**src/rtl/hazard_fwd_scoreboard_pkg.sv**
```systemverilog
// Shared constants for the forwarding / hazard / scoreboard unit.
package hazard_fwd_scoreboard_pkg;

    localparam int ADDR_WIDTH_DEF = 5;
    localparam int NUM_REGS_DEF   = 32;
    localparam int NUM_SRC_DEF    = 2;
    localparam int FWD_STAGES_DEF = 2;
    localparam int LONG_MAX_DEF   = 4;

    // Forwarding select value meaning "take the operand from the register file".
    localparam int FWD_RF = 0;

    // Outstanding-long-op counter width; wide enough for LONG_MAX up to 15.
    localparam int SB_CNT_W = 4;

endpackage

```
**src/rtl/hazard_scoreboard.sv**
```systemverilog
// Register scoreboard: one busy bit per architectural register for
// long-latency results in flight, an outstanding-op counter, and a sticky
// error flag raised by writebacks that have no matching pending write.
module hazard_scoreboard
    import hazard_fwd_scoreboard_pkg::*;
#(
    parameter int ADDR_WIDTH = ADDR_WIDTH_DEF,
    parameter int NUM_REGS   = NUM_REGS_DEF,
    parameter int CNT_W      = SB_CNT_W
) (
    input  logic                  clk,
    input  logic                  rst_n,
    input  logic                  set_en,
    input  logic [ADDR_WIDTH-1:0] set_rd,
    input  logic                  clr_en,
    input  logic [ADDR_WIDTH-1:0] clr_rd,
    output logic [NUM_REGS-1:0]   busy,
    output logic [CNT_W-1:0]      outstanding,
    output logic                  sb_err
);

    logic                clr_ok;
    logic [NUM_REGS-1:0] busy_nxt;
    logic [CNT_W-1:0]    cnt_nxt;

    // A writeback only retires something if that register is pending and the counter is non-zero.
    assign clr_ok = clr_en && busy[clr_rd] && (outstanding != '0);

    // Next busy vector: clear first so a same-cycle set of the same register wins; x0 never tracked.
    always_comb begin
        busy_nxt = busy;
        if (clr_ok) begin
            busy_nxt[clr_rd] = 1'b0;
        end
        if (set_en) begin
            busy_nxt[set_rd] = 1'b1;
        end
        busy_nxt[0] = 1'b0;
    end

    // Next outstanding count: set and clear together cancel out; never wraps in either direction.
    always_comb begin
        cnt_nxt = outstanding;
        if (set_en && !clr_ok && (outstanding != '1)) begin
            cnt_nxt = outstanding + CNT_W'(1);
        end else if (!set_en && clr_ok) begin
            cnt_nxt = outstanding - CNT_W'(1);
        end
    end

    // Scoreboard state, with a sticky error on any unmatched writeback.
    always_ff @(posedge clk or negedge rst_n) begin
        if (!rst_n) begin
            busy        <= '0;
            outstanding <= '0;
            sb_err      <= 1'b0;
        end else begin
            busy        <= busy_nxt;
            outstanding <= cnt_nxt;
            if (clr_en && !clr_ok) begin
                sb_err <= 1'b1;
            end
        end
    end

endmodule

```
**src/rtl/hazard_fwd_scoreboard.sv**
```systemverilog
// Forwarding select, load-use detection and long-op scoreboard stalls for
// the integer pipeline. Optional stall-cycle performance counter is built
// when the macro HAZ_PERF_CNT_EN is defined; otherwise stall_cycles is 0.
module hazard_fwd_scoreboard
    import hazard_fwd_scoreboard_pkg::*;
#(
    parameter int ADDR_WIDTH = ADDR_WIDTH_DEF,
    parameter int NUM_REGS   = NUM_REGS_DEF,
    parameter int NUM_SRC    = NUM_SRC_DEF,
    parameter int FWD_STAGES = FWD_STAGES_DEF,
    parameter int LONG_MAX   = LONG_MAX_DEF,
    parameter int SELW       = $clog2(FWD_STAGES + 1)
) (
    input  logic                             clk,
    input  logic                             rst_n,
    input  logic                             id_valid,
    input  logic [NUM_SRC*ADDR_WIDTH-1:0]    id_rs_addr,
    input  logic [NUM_SRC-1:0]               id_rs_used,
    input  logic [ADDR_WIDTH-1:0]            id_rd_addr,
    input  logic                             id_reg_w,
    input  logic                             id_is_long,
    input  logic [NUM_SRC*ADDR_WIDTH-1:0]    ex_rs_addr,
    input  logic [ADDR_WIDTH-1:0]            ex_rd_addr,
    input  logic                             ex_reg_w,
    input  logic                             ex_is_load,
    input  logic                             ex_is_long,
    input  logic                             ex_kill,
    input  logic [FWD_STAGES*ADDR_WIDTH-1:0] stg_rd_addr,
    input  logic [FWD_STAGES-1:0]            stg_reg_w,
    input  logic                             lu_wb_valid,
    input  logic [ADDR_WIDTH-1:0]            lu_wb_rd,
    output logic [NUM_SRC*SELW-1:0]          fwd_sel,
    output logic                             stall_id,
    output logic                             sb_err,
    output logic [31:0]                      stall_cycles
);

    logic [NUM_REGS-1:0] busy;
    logic [SB_CNT_W-1:0] outstanding;
    logic                sb_set;
    logic                load_pending;
    logic [NUM_SRC-1:0]  lu_hit;
    logic [NUM_SRC-1:0]  raw_hit;
    logic                waw_hit;
    logic                struct_hit;

    // A live, non-squashed long op with a real destination reserves that register.
    assign sb_set = ex_is_long && ex_reg_w && !ex_kill && (ex_rd_addr != '0);

    hazard_scoreboard #(
        .ADDR_WIDTH (ADDR_WIDTH),
        .NUM_REGS   (NUM_REGS),
        .CNT_W      (SB_CNT_W)
    ) u_sb (
        .clk         (clk),
        .rst_n       (rst_n),
        .set_en      (sb_set),
        .set_rd      (ex_rd_addr),
        .clr_en      (lu_wb_valid),
        .clr_rd      (lu_wb_rd),
        .busy        (busy),
        .outstanding (outstanding),
        .sb_err      (sb_err)
    );

    // The load in EX can only satisfy a consumer one cycle later, so any used match stalls ID.
    assign load_pending = ex_is_load && ex_reg_w && !ex_kill && (ex_rd_addr != '0);

    for (genvar s = 0; s < NUM_SRC; s++) begin : g_src
        logic [ADDR_WIDTH-1:0] ex_rs;
        logic [ADDR_WIDTH-1:0] id_rs;
        logic [SELW-1:0]       sel;

        assign ex_rs = ex_rs_addr[s*ADDR_WIDTH +: ADDR_WIDTH];
        assign id_rs = id_rs_addr[s*ADDR_WIDTH +: ADDR_WIDTH];

        // Scan farthest to nearest so the nearest matching producer overrides older ones.
        always_comb begin
            sel = SELW'(FWD_RF);
            for (int k = FWD_STAGES; k >= 1; k--) begin
                if (stg_reg_w[k-1] &&
                    (stg_rd_addr[(k-1)*ADDR_WIDTH +: ADDR_WIDTH] != '0) &&
                    (stg_rd_addr[(k-1)*ADDR_WIDTH +: ADDR_WIDTH] == ex_rs)) begin
                    sel = SELW'(k);
                end
            end
        end

        assign fwd_sel[s*SELW +: SELW] = sel;
        assign lu_hit[s]  = id_rs_used[s] && load_pending && (id_rs == ex_rd_addr);
        assign raw_hit[s] = id_rs_used[s] && busy[id_rs];
    end

    assign waw_hit    = id_reg_w && busy[id_rd_addr];
    assign struct_hit = id_is_long && (outstanding == SB_CNT_W'(LONG_MAX));

    // Stall is purely a function of current inputs and registered scoreboard state.
    assign stall_id = id_valid && ((|lu_hit) || (|raw_hit) || waw_hit || struct_hit);

`ifdef HAZ_PERF_CNT_EN
    logic [31:0] stall_cnt;

    // Saturating count of cycles in which ID was held.
    always_ff @(posedge clk or negedge rst_n) begin
        if (!rst_n) begin
            stall_cnt <= '0;
        end else if (stall_id && (stall_cnt != '1)) begin
            stall_cnt <= stall_cnt + 32'd1;
        end
    end

    assign stall_cycles = stall_cnt;
`else
    assign stall_cycles = '0;
`endif

endmodule

```
**config.mk**
```make
export PLATFORM = sky130hd
export DESIGN_NAME = hazard_fwd_scoreboard
export DESIGN_NICKNAME = d
export VERILOG_FILES = /design/src/rtl/hazard_fwd_scoreboard_pkg.sv /design/src/rtl/hazard_scoreboard.sv /design/src/rtl/hazard_fwd_scoreboard.sv
export SDC_FILE = /design/constraint.sdc
export NUM_CORES = 1
export LEC_CHECK = 0
export BUFFER_PORTS_ARGS = -buffer_cell sky130_fd_sc_hd__buf_4
export CAP_MARGIN = 25
export CORE_ASPECT_RATIO = 0.9
export CORE_MARGIN = 8
export CORE_UTILIZATION = 40
export DETAILED_ROUTE_END_ITERATION = 10
export SETUP_SLACK_MARGIN = 0.15
export SYNTH_ARGS = -nofsm -noshare
export SYNTH_HDL_FRONTEND = slang
export SYNTH_SLANG_ARGS = --single-unit
```
**constraint.sdc**
```tcl
create_clock -name clk -period 5.9 [get_ports clk]
set_input_delay 0.59 -clock clk [delete_from_list [all_inputs] [get_ports clk]]
set_output_delay 0.59 -clock clk [all_outputs]
set_load 0.01 [all_outputs]
```
# ---- Word level (Yosys, flattened, before mapping)
# Index checks and enable logic that the tools add are counted.
dict set report word_totals {
  output_inout_bits 38
  in_bits 59
  register_bits 36
  word_cells 85
}
dict set report op_classes {
  n_reduce_logical 42
  bitwise_logic 3
  n_lt_le_gt_ge 7
  n_addsub 2
  eq_ne 8
  muxes 20
}
# cell count
set ops {}
lappend ops {{2-to-1 mux 32 bit} 2}
lappend ops {{bitwise AND 32 bit} 1}
lappend ops {{NOT 32 bit} 1}
lappend ops {{OR 32 bit} 1}
lappend ops {{equality test 5 bit} 6}
lappend ops {{less-than comparator 5 x 6 -> 1 bit, second input constant} 5}
lappend ops {{logical AND 1 bit} 29}
lappend ops {{binary-select mux 1 bit (select 5 bit)} 4}
lappend ops {{nonzero test 5 bit} 3}
lappend ops {{demux 1 bit (select 5 bit)} 2}
lappend ops {{>= comparator 5 x 1 -> 1 bit, second input constant} 2}
lappend ops {{2-to-1 mux 2 bit} 4}
lappend ops {{2-to-1 mux 4 bit} 2}
lappend ops {{2-to-1 mux 1 bit} 6}
lappend ops {{adder 4 x 1 -> 4 bit, second input constant} 1}
lappend ops {{equality test 4 x 3 -> 1 bit, second input constant} 1}
lappend ops {{inequality test 4 bit, second input constant} 1}
lappend ops {{nonzero test 4 bit} 1}
lappend ops {{OR reduction 2 bit} 2}
lappend ops {{subtractor 4 x 1 -> 4 bit, second input constant} 1}
lappend ops {{logical NOT 1 bit} 3}
lappend ops {{logical OR 1 bit} 3}
lappend ops {{nonzero test 2 bit} 1}

# ---- Longest topological paths before layout
dict set report logic_depth {
  word_depth 10
  mapped_depth 14
  mapped_depth_nobuf 12
}

# ---- Modules after synthesis
# From an unflattened synthesis, not the netlist that was laid out.
dict set report hier_totals {
  hier_cells 349
  area_unflattened_um2 3468.3
}
# mod area_each_um2 seq_area_each_um2 instances cells_per_inst
set modules_own_cells {}
lappend modules_own_cells {hazard_scoreboard 1934.4 900.9 1 190}
lappend modules_own_cells {hazard_fwd_scoreboard 1534.0 0.0 1 159}

# ---- Worst setup path after synthesis
# Ideal clock, no wire load.
dict set report synth_timing {
  path_kind {in2reg}
  start {input lu_wb_rd[0]}
  end {register u_sb.outstanding[3]}
  t_arrival_ns 3.102
  setup_ns 0.126
  required_time_ns 5.774
  n_path_buf 2
  path_stages 14
  setup_slack_ns 2.672
  cell_sequence {buf_6 mux4_2 a32oi_1 o221ai_2 o221ai_4 buf_2 nand2_1 ha_1 a21o_1 a21oi_1 and2_1 nand2_1 nor2_1 nor3_2}
}
dict set report synth_between {
  elab_chain_len 8
  word_cells_on_any_way 10
  classes_between {mux (3); reduce/logical (7)}
}
# element line
set synth_rtl {}
lappend synth_rtl {{start, declared} hazard_fwd_scoreboard.sv:31} ;# input logic [ADDR_WIDTH-1:0] lu_wb_rd,
lappend synth_rtl {{binary-select mux 1 bit (select 5 bit) (*)} hazard_scoreboard.sv:27} ;# assign clr_ok = clr_en && busy[clr_rd] && (outstanding != '0);
lappend synth_rtl {{2-to-1 mux 1 bit (implied by the code) (*)} hazard_scoreboard.sv:27}
lappend synth_rtl {{logical AND 1 bit (*) (2 in a row)} hazard_scoreboard.sv:27}
lappend synth_rtl {{logical NOT 1 bit} hazard_scoreboard.sv:44} ;# if (set_en && !clr_ok && (outstanding != '1)) begin
lappend synth_rtl {{logical AND 1 bit (2 in a row)} hazard_scoreboard.sv:44}
lappend synth_rtl {{2-to-1 mux 4 bit / nonzero test 2 bit (equally long branches)} n/a}
lappend synth_rtl {{end signal, assigned} hazard_scoreboard.sv:59} ;# outstanding <= cnt_nxt;
lappend synth_rtl {{end, declared} hazard_scoreboard.sv:18} ;# output logic [CNT_W-1:0] outstanding,
# Mark *: on every way between the ends. The rest lies on a longest branch, timed or not. The select of a mux whose other input is x is not followed.
# A chain may end at the register's enable or synchronous reset.

# ---- Final worst setup path
# Same ends and word-level chain as after synthesis.

==> results by group <==
Outcome
  – Status: finished clean

Yosys
  – Post-synthesis cell type count: 56
  – Post-synth ARST share: 100%
  – Yosys reg bits: 36
  – Sequential share of the synthesized area: 24.9%
  – Post-synth EDFFs: 0
  – Yosys top cell area share: 24.9%
  – Ranking of synthesized cells by area: dfrtp_1, mux4_2, buf_4, xor2_1, nand2_1
  – Cell taking the most area after synthesis: dfrtp_1
  – Top post-synthesis cells by count: dfrtp_1, nand2_1, buf_4, mux4_2, xor2_1
  – Yosys warns: 0
  – Syn Inst Count: 358
  – Post-Syn Area: 0.00362 sq mm
  – Main synth FF type: dfrtp_1
  – Mapped Avg Cell Area: a little over 10 sq um

Worst setup path
  – Setup crit end kind: flop
  – Type of origin of the critical path: primary input
  – CP max FO: 25
  – Crit path required time: 6090 ps
  – WS Path Type: primary input to flop
  – Worst EP arrival: 3690 ps

Floorplanning
  – Site Rows: 33
  – Die Area: 0.0124 sq mm
  – Initial core utilization: 40.4%
  – Die height: 106 microns
  – Core Area: ~0.009 sq mm
  – DIE WIDTH: 116 microns
  – I/O pin count: 97

STA
  – Min Tclk post-route: roughly 3500 ps
  – Fmax: 286 MHz
  – WHS: between 200 and 250 ps
  – Slew headroom: between 40% and 50%
  – # setup viols final: 0
  – Final Max Slew Viols: 0
  – Hold Vio Cnt, Final: 0
  – Worst-margin pin slew: ~750 ps
  – Clk_skew: about 12 ps
  – Period utilisation layout: 59.2%
  – RSZ-0062 raised after global routing: no
  – Setup TNS: 0 ps

Route
  – Drt pass-1 iters: 4
  – Initial DRC Count: 226
  – Vias per cell: 5.82
  – DRC viols: 0
  – ANT nets after route: 0
  – Wirelength, routed: 10800 microns
  – Total number of vias: around 3100
  – Routed len/inst: 20.4 microns

Power and ir drop
  – Static Leak: 1.67 nW
  – Part of the power in combinational logic: around 37%
  – Sequential power share: 40.6%
  – Worst vdd rail ir drop: 0.0000952 V
  – Switching Share: between 30% and 40%
  – Clk pwr share: 22.1%
  – Switching pwr: just under 300 uW
  – Int Power: around 510 uW
  – Pwr per Cell Area: 196 mW/mm^2

Global routing
  – Largest net degree at the start of global routing: 37
  – Antenna violations before repair: 0
  – Tot GR Track Use: a little under a fifth
  – Global route overflow: 0
  – Vias in the first global route: 3196
  – First-pass GRT wire length: 17300 microns

Layout
  – # fillers: ~870
  – Nets: 467
  – Area Growth Syn to Fin: 13.4%
  – Util after Layout: 45.8%
  – Ratio of cells with drive above 1 in the final layout: 27.8%
  – # diodes: 0

Place
  – GP Congestion: 0.881
  – Placed wire-length estimate: 8460 microns
  – # port buffers: 64

CTS
  – Setup bufs post-CTS: 0
  – Hold-fix buffer count after cts: 0
  – CTS buffer count: 5
  – Clock Sinks: 36
  – Clk slew on worst S/H paths: 80 ps
  – Clock Latency Late Sink: around 300 ps
  – PostCTS Resize Cnt: 0
  – Max clock buf depth: 2
  – CTS tree: done
  – H-tree depth: 2
  – Root buf cell: clkbuf_8

Worst hold path
  – Tightest Hold Check Type: primary input to asynchronous set/reset pin

Flow run
  – Max Cap Viol: 0
-- placed cells by master (no fill, tap or decap), drive strengths merged, types with 8 or more instances in the layout --
cell type	synthesis	final
buf	44	64
nand3	11	11
xnor2	9	9
a21o	17	17
xor2	24	24
conb	1	32
mux2i	10	10
o31ai	8	8
nor2	8	8
dfrtp	36	36
mux4	28	28
nand2	36	36
mux2	9	9
a22o	12	12
-- through the flow --
stage,power [mW],area [sq um],setup WS [ps],std cells
4_1_cts,0.807,4110,2430,528
2_1_floorplan,0.545,3740,2670,389
3_5_place_dp,0.628,4020,2100,520
6_report,0.805,4110,2400,528
3_3_place_gp,0.622,4020,2160,520
5_1_grt,0.861,4110,2190,528
-- critical path, stage by stage --
cell,delay [ps]
buf_4,240
mux4_2,530
a32oi_1,230
o221ai_2,140
o221ai_4,600
nand2_1,230
ha_1,330
a21o_1,170
a21oi_1,200
and2_1,180
nand2_1,60
nor2_1,120
nor3_2,60
-- worst paths after layout --
path	start	to	slack (ps)	cells after the start
hold / removal	rst_n	u_sb.sb_err	240	1
min in group clk	u_sb.sb_err	u_sb.sb_err	470	1
setup / recovery	lu_wb_rd[0]	u_sb.outstanding[3]	2400	13
hold reg to reg	u_sb.sb_err	u_sb.sb_err	470	1
setup reg to reg	u_sb.busy[18]	u_sb.outstanding[3]	2530	12
max in group asynchronous	rst_n	u_sb.busy[10]	5320	1
-- kinds of logic after synthesis --
group           share of synthesized area (%)
compound gates                           16.7
xor+xnor                                 7.98
fa+ha+maj                                1.24
buf+inv                                  9.92
flops                                    24.9
mux                                      23.1
other cells                             0.104
simple gates                             16.1
-- layer usage --
metal | track usage (%) | vias to the layer above | share of wire, % | wire length (microns)
met3 | 4.76 | 23 | 11 | 1170
li1 | - | 1404 | - | -
met4 | 7.12 | 0 | 2.3 | 250
met2 | 27.9 | 149 | 45 | 4880
met1 | 23.6 | 1496 | 41 | 4450
met5 | 0 | - | 0 | 0
-- registers in the layout, summed over array words and instances, names as in the netlist --
register,cells
u_sb.outstanding,4
u_sb.sb_err,1
u_sb.busy,31
-- power by group through the flow --
stage	registers (mW)	logic (mW)	clock network (mW)
floorplan	0.311	0.234	0
global placement	0.329	0.293	0
detailed placement	0.330	0.298	0
CTS	0.325	0.300	0.183
global route	0.332	0.334	0.196
finish	0.326	0.300	0.178
-- layout make-up --
type / count / area [sq um] / area share, %
clock buffer: 5 / 68.8 / 1.68
multi-input combinational: 296 / 2480 / 60.3
tap: 122 / 153 / 3.72
sequential: 36 / 901 / 21.9
inverter: 2 / 7.51 / 0.183
timing repair buffer: 64 / 480 / 11.7
clock inverter: 3 / 18.8 / 0.457
Power figures use the tool's default switching activity.
